--- src/rtl/shift_pkg.sv ---
// shift_pkg: shared types and constants for the multi-pass shift sequencer
package shift_pkg;

    localparam int DATA_W   = 64;
    localparam int STEP_MAX = 31;

    typedef enum logic [1:0] {
        IDLE,
        SHIFT,
        DONE
    } state_t;

    typedef enum logic {
        OP_ASL = 1'b0,
        OP_LSL = 1'b1
    } op_t;

endpackage

--- src/rtl/shift_pass_stage.sv ---
// shift_pass_stage: one 0..31-bit left-shift pass with overflow detection
module shift_pass_stage
    import shift_pkg::*;
(
    input  logic [DATA_W-1:0] cur,
    input  logic [4:0]        n,
    input  op_t               op,
    input  logic              sign,
    output logic [DATA_W-1:0] nxt,
    output logic              ovf
);

    logic [DATA_W-1:0] v;
    logic              fill;

    // 16/8/4/2/1 ladder; ASL parks its 63 magnitude bits at the top so both ops test the same bits leaving the word
    always_comb begin
        fill = (op == OP_ASL) ? sign : 1'b0;
        v    = (op == OP_ASL) ? {cur[DATA_W-2:0], 1'b0} : cur;
        ovf  = 1'b0;
        for (int i = 4; i >= 0; i--) begin
            if (n[i]) begin
                ovf = ovf | (|((v ^ {DATA_W{fill}}) & ~({DATA_W{1'b1}} >> (1 << i))));
                v   = v << (1 << i);
            end
        end
        nxt = (op == OP_ASL) ? {sign, v[DATA_W-1:1]} : v;
    end

endmodule

--- src/rtl/shift_sequencer.sv ---
// shift_sequencer: sequences 0..63-bit left shifts through a 0..31-bit pass stage
module shift_sequencer
    import shift_pkg::*;
(
    input  logic              clk,
    input  logic              rst_n,
    input  logic              flush,
    input  logic              in_valid,
    output logic              in_ready,
    input  logic [DATA_W-1:0] in_data,
    input  logic [5:0]        in_amt,
    input  logic              in_op,
    output logic              out_valid,
    input  logic              out_ready,
    output logic [DATA_W-1:0] out_data,
    output logic              out_ovf
);

    state_t            state, state_nxt;
    logic [DATA_W-1:0] cur, pass_data;
    logic [5:0]        rem, rem_nxt;
    logic [4:0]        n;
    op_t               op;
    logic              sign, ovf, pass_ovf, ovf_nxt;

    shift_pass_stage u_pass (
        .cur  (cur),
        .n    (n),
        .op   (op),
        .sign (sign),
        .nxt  (pass_data),
        .ovf  (pass_ovf)
    );

    assign in_ready  = (state == IDLE);
    assign out_valid = (state == DONE);

    // Step size, remaining count and next state; flush overrides any handshake
    always_comb begin
        n         = (rem > 6'(STEP_MAX)) ? 5'(STEP_MAX) : rem[4:0];
        rem_nxt   = rem - {1'b0, n};
        ovf_nxt   = ovf | pass_ovf;
        state_nxt = state;
        if (flush && state != IDLE)
            state_nxt = IDLE;
        else if (state == IDLE && in_valid)
            state_nxt = SHIFT;
        else if (state == SHIFT && rem_nxt == 6'd0)
            state_nxt = DONE;
        else if (state == DONE && out_ready)
            state_nxt = IDLE;
    end

    // State register
    always_ff @(posedge clk or negedge rst_n) begin
        if (!rst_n)
            state <= IDLE;
        else
            state <= state_nxt;
    end

    // Working operand and result registers; the result is published only when the last pass completes
    always_ff @(posedge clk or negedge rst_n) begin
        if (!rst_n) begin
            cur      <= '0;
            rem      <= '0;
            op       <= OP_ASL;
            sign     <= 1'b0;
            ovf      <= 1'b0;
            out_data <= '0;
            out_ovf  <= 1'b0;
        end else if (state == IDLE && in_valid) begin
            cur  <= in_data;
            rem  <= in_amt;
            op   <= op_t'(in_op);
            sign <= in_data[DATA_W-1];
            ovf  <= 1'b0;
        end else if (state == SHIFT && !flush) begin
            cur <= pass_data;
            rem <= rem_nxt;
            ovf <= ovf_nxt;
            if (rem_nxt == 6'd0) begin
                out_data <= pass_data;
                out_ovf  <= ovf_nxt;
            end
        end
    end

endmodule
--- config.mk ---
export PLATFORM = sky130hd
export DESIGN_NAME = shift_sequencer
export DESIGN_NICKNAME = d
export VERILOG_FILES = /design/src/rtl/shift_pkg.sv /design/src/rtl/shift_pass_stage.sv /design/src/rtl/shift_sequencer.sv
export SDC_FILE = /design/constraint.sdc
export NUM_CORES = 1
export LEC_CHECK = 0
export BUFFER_PORTS_ARGS = -buffer_cell sky130_fd_sc_hd__buf_2
export CORE_ASPECT_RATIO = 0.7
export CORE_MARGIN = 1
export CORE_UTILIZATION = 50
export DETAILED_ROUTE_END_ITERATION = 10
export PLACE_DENSITY = 0.7
export REMOVE_ABC_BUFFERS = 1
export SLEW_MARGIN = 20
export SYNTH_ARGS = -nofsm -noshare
export SYNTH_HDL_FRONTEND = slang
export SYNTH_SLANG_ARGS = --single-unit
--- constraint.sdc ---
create_clock -name clk -period 4.3 [get_ports clk]
set_input_delay 0.43 -clock clk [delete_from_list [all_inputs] [get_ports clk]]
set_output_delay 0.43 -clock clk [all_outputs]
set_load 0.05 [all_outputs]
== Yosys cells after proc, flatten, opt, wreduce, memory -nomap -nowiden ==
Index checks and enable logic that the tools add are counted.

* Input port bits: 76
* Word-level logic and storage cells: 63
* Bits in registers: 140
* Output and inout port bits: 67

* Magnitude comparators: 1
* Muxes and demuxes: 24
* Add/subtract/negate cells: 1
* Bitwise operators: 11
* Reduce and logical (&&, ||, !) cells: 16
* Equality and inequality tests: 2

{| class="wikitable"
|+ Operators with widths
! operator !! count
|-
| two-way mux 64 bit || 9
|-
| XOR 64 bit || 5
|-
| OR reduction 16 bit || 1
|-
| two-way mux 6 bit || 2
|-
| two-way mux 1 bit || 8
|-
| two-way mux 2 bit || 4
|-
| OR reduction 8 bit || 1
|-
| greater-than comparator 6 x 5 -> 1 bit (second input constant) || 1
|-
| zero test 6 bit || 1
|-
| subtractor 6 x 5 -> 6 bit || 1
|-
| logical AND 1 bit || 5
|-
| two-way mux 5 bit || 1
|-
| bitwise OR 1 bit || 5
|-
| nonzero test 2 bit || 2
|-
| nonzero test 4 bit || 1
|-
| OR reduction 4 bit || 1
|-
| AND reduction 3 bit || 1
|-
| == test 2 x 1 -> 1 bit (second input constant) || 1
|-
| == test 2 bit (second input constant) || 1
|-
| zero test 2 bit || 1
|-
| OR reduction 2 bit || 1
|-
| zero test 1 bit || 1
|-
| inverter 1 bit || 1
|}

== Depth between registers and ports, before layout ==
* Word-level depth: 16
* Depth in mapped cells: 15
* Depth with buffers taken out: 10

== Cells and area by module ==
Synthesis repeated with hierarchy kept, for this count alone.

* Cells, all modules: 1369
* Area, all modules: 13621.8 um^2

{| class="wikitable"
|+ By module, submodules not included
! module !! seq. area each (um^2) !! cells each !! area an instance (um^2) !! times used
|-
| shift_pass_stage || 0.0 || 881 || 7330.8 || 1
|-
| shift_sequencer || 3503.4 || 488 || 6291.0 || 1
|}

== Worst setup path after synthesis ==
OpenSTA, ideal clock, no wires.

* Path kind: flip-flop to flip-flop
* From: register rem[5]
* To: register out_data[59]
* Path buffers: 5
* Path slack: 905 ps
* Period minus slack after synthesis: 3395 ps
* Library setup time: 121 ps
* Arrival time: 3274 ps
* Cell stages (with the launch flop): 14
* Path through: dfrtp_1 buf_2 buf_2 buf_1 clkbuf_1 nand2_1 ha_1 xnor2_1 or4b_2 nor2_1 nand2_1 clkbuf_1 o22ai_1 nor2_1

* Word-level cells in the longest chain between the ends: 8

{| class="wikitable"
|+ Ends and longest elaborated chain
! element !! RTL line !! source
|-
| start: declaration || shift_sequencer.sv:21 || <nowiki>logic [5:0] rem, rem_nxt;</nowiki>
|-
| start signal: assignment || shift_sequencer.sv:74 || <nowiki>rem <= in_amt;</nowiki>
|-
| start signal: assignment || shift_sequencer.sv:80 || <nowiki>rem <= rem_nxt;</nowiki>
|-
| branches (longest 8 deep; another with greater-than comparator 6 x 5 -> 1 bit) || -- ||
|-
| end signal: assignment || shift_sequencer.sv:83 || <nowiki>out_data <= pass_data;</nowiki>
|-
| end: declaration || shift_sequencer.sv:15 || <nowiki>output logic [DATA_W-1:0] out_data,</nowiki>
|}

Parallel ways; which one is timed is not known.
A chain may end at the register's enable or synchronous reset.

== Worst setup path after layout ==
* From: register op
* To: register out_data[39]

* Word-level cells in the longest chain between the ends: 7

{| class="wikitable"
|+ Ends and longest elaborated chain
! element !! RTL line !! source
|-
| start: declaration || shift_sequencer.sv:23 || <nowiki>op_t op;</nowiki>
|-
| start signal: assignment || shift_sequencer.sv:75 || <nowiki>op <= op_t'(in_op);</nowiki>
|-
| two-way mux 64 bit || shift_pass_stage.sv:19 || <nowiki>v = (op == OP_ASL) ? {cur[DATA_W-2:0], 1'b0} : cur;</nowiki>
|-
| two-way mux 64 bit (5 in a row) || shift_pass_stage.sv:22 || <nowiki>if (n[i]) begin</nowiki>
|-
| two-way mux 64 bit * || shift_pass_stage.sv:27 || <nowiki>nxt = (op == OP_ASL) ? {sign, v[DATA_W-1:1]} : v;</nowiki>
|}

Mark *: on every way between the ends. The rest lies on a longest branch, timed or not.

==> results by group <==
Critical path
  – Worst path bufs/invs: 2
  – Worst R2R Setup Slack: 480 ps
  – Reg2reg end: out_data[39]
  – CP top delay family: multiplexers
  – CP peak stage delay: 810 ps
  – Critical path arrival: 4110 ps
  – CP required: 4590 ps
  – Worst Reg-to-Reg Cells: 9
  – RR Startpoint: op
  – Crit Path Class: reg2reg
  – Crit path cell chain: buf_12 > mux2_2 > mux4_2 > o22ai_1 > or2_2 > o21ai_0 > buf_4 > a211oi_1 > nor3_1
  – Worst Path Max Fanout: 40
  – Worst Setup End Kind: flop
  – Startpoint Class: flop
  – CP max-delay cell: dfrtp_4

Yosys
  – Post-synth EDFFs: 0
  – Synth area leaders: dfrtp_1 28%, mux4_2 10%, mux2i_1 7.0%, mux2_2 6.3%, o21ai_0 3.9%
  – Most numerous cell in the Yosys netlist: dfrtp_1
  – Largest family of logic cells by synthesized area: compound AO/OA/AOI/OAI gates
  – Register area share after synthesis: 28.06%
  – FF+latch count, synth: 140
  – Asr flop ratio synth: 100.0%
  – Synth Area in XOR/XNOR: 0.1403%
  – Top FF cell, synth: dfrtp_1
  – Simple-Gate Fraction of Synth Area: 13.90%
  – Synth Instances: 1,385
  – Yosys warning count: 0
  – Synthesized area per cell: 9.015 um2
  – Complex-gate fraction of the synthesized area: 27.21%
  – Share of the synthesized area in the top cell type: 28.06%
  – Post-Synth Adder-Cell Area: 0.2004%
  – Synthesized cell area: 12,490 um2
  – Dominant cell type by area after synthesis: dfrtp_1
  – Synth cell count leaders: 140 x dfrtp_1, 129 x nor2_1, 112 x nand2_1
  – Number of distinct library cells after synthesis: 75
  – Post-synthesis mux area share: 25.25%

Die
  – # IOs: 143
  – Die extent in y: 134.2 um
  – DIE WIDTH: 190.9 um
  – Die ar.: 25,620 um2
  – Starting density of the core: 51.91%
  – Row cnt: 47
  – Core area: 24,050 um2

Timing
  – Slack of the critical path: 477.9 ps
  – Slew Viols, Final: 0
  – Final min period: 3822 ps
  – Relative slew slack: 31.49%
  – Clk_skew: 22.53 ps
  – Tightest Pin Transition: 999.1 ps
  – Period utilisation layout: 88.89%
  – # setup viols final: 0
  – Max Fclk: 0.2616 GHz
  – RSZ-0062 raised after global routing: no
  – Final hold violation count: 0

Place
  – GPL Wtd Cong: 1.036
  – Placed insts: 1,797
  – Setup Slack @ Placement: 766.2 ps
  – Placed inst area: 13,710 um2
  – DP Wirelength: 42.63 mm
  – PortBufs: 142

Drt
  – DRC: 0
  – DR pass1 iterations: 7
  – Vias per cell: 7.648
  – Drt total wl: 58.30 mm
  – Routed len/inst: 31.86 um
  – DRT iter0 DRCs: 2,581
  – Vias: 14,000
  – Antenna viol nets, final: 0

CTS
  – CTS Buf Count: 17
  – Clock transition at path regs: 60 ps
  – Root Buffer: clkbuf_16
  – Worst skew pair latency: 460 ps
  – H-tree depth: 4
  – Gates resized, CTS repair: 0
  – TritonCTS Sinks: 140
  – CTS tree: done
  – Setup Fix Bufs, Post-CTS: 0
  – Hold bufs inserted after CTS: 0
  – CTS Buffer Depth: 2

Layout
  – Area grow syn2layout: 14.56%
  – Layout cells sized above 1: 26.87%
  – Fin nets: 1,576
  – Final Util: 59.47%
  – Post-route cell area: 14,300 um2
  – Fillers: 2,111
  – Finished Layout Cells: 1,830

Hold path
  – Classification of the worst-slack hold path: in2async

Global route
  – Initial antenna violation count: 2
  – Global-route wire length before repair: 85.14 mm
  – Grt total ovfl: 0
  – All-Layer GR Usage: 45.81%
  – Vias in the first global route: 12,550
  – Largest net degree at the start of global routing: 141

Flow run
  – Max_cap viols: 0

Run status
  – Status: completed
==> kinds of logic (layout without fill, tap and decap cells) <==
logic type                 after synthesis  after routing
DFF                                    140            140
xor gates and xnor gates                 2              2
muxes                                  222            222
buffers and inverters                  140            266
other                                    0              1
adders and majority gates                2              2
AOI/OAI and AO/OA                      495            495
and+or+nand+nor                        384            384
==> cell type report <==
cell class                 instances  area [um2]  area share, %
clock inverter                    12       137.6         0.9622
inverter                          10       37.54         0.2624
tap                              318       397.9          2.782
clock buffer                      20       446.7          3.123
timing repair buffer             224        1408          9.841
sequential                       140        3507          24.52
multi-input combinational       1105        8367          58.49
antenna                            1       2.502        0.01749
==> layout by cell type, fill, tap and decap left out, types with 11 or more instances in the layout <==
cell       count
buf_2        141
dfrtp_1      139
nor2_1       124
nand2_1      111
o21ai_0       98
mux2i_1       87
buf_4         76
o22ai_1       75
mux2_2        70
a21oi_1       61
mux4_2        57
a22oi_1       56
nor3_1        42
a221oi_1      30
nand3_1       28
a22o_1        18
a31oi_1       18
a222oi_1      17
o211ai_1      17
clkbuf_16     17
and2_1        15
o221ai_1      12
or3_1         11
a211oi_1      11
o31ai_1       11
==> registers in the layout, indices dropped and copies added (netlist names) <==
signal / count
cur: 64
op: 1
out_data: 64
out_ovf: 1
ovf: 1
rem: 6
sign: 1
state: 2
==> worst max-delay path by stage <==
stage | startpoint | end | slack [ps] | depth (start not counted)
2_1_floorplan | op | out_data[61] | -3200 | 6
3_3_place_gp | op | out_data[39] | 740 | 9
3_5_place_dp | op | out_data[39] | 770 | 9
4_1_cts | op | out_data[39] | 760 | 9
5_1_grt | rem[0] | out_data[58] | 360 | 10
6_report | op | out_data[39] | 480 | 9
==> worst register-to-register path: cells and delay by family (launching register included) <==
family | cells | cell delay [ps]
muxes | 2 | 1070
AOI/OAI and AO/OA | 3 | 920
DFF | 1 | 810
buffers and inverters | 2 | 520
and+or+nand+nor | 2 | 350
==> stage by stage <==
stage,hold WS (ps),TNS (ps)
2_1_floorplan,134.4,-317730
3_3_place_gp,453.6,0
3_5_place_dp,460.3,0
4_1_cts,136.7,0
5_1_grt,160.3,0
6_report,67.56,0
==> routing by layer <==
layer	vias up	global-route usage (%)	share of wire, %
met4	2	14.80	3.7
met1	6735	68.15	42
li1	5709	-	-
met3	177	22.40	18
met5	-	0	0.022
met2	1372	55.80	36
Power is left out: the tool's default activity adds up to more than one toggle a clock period on the data nets, which glitch-free logic cannot reach.
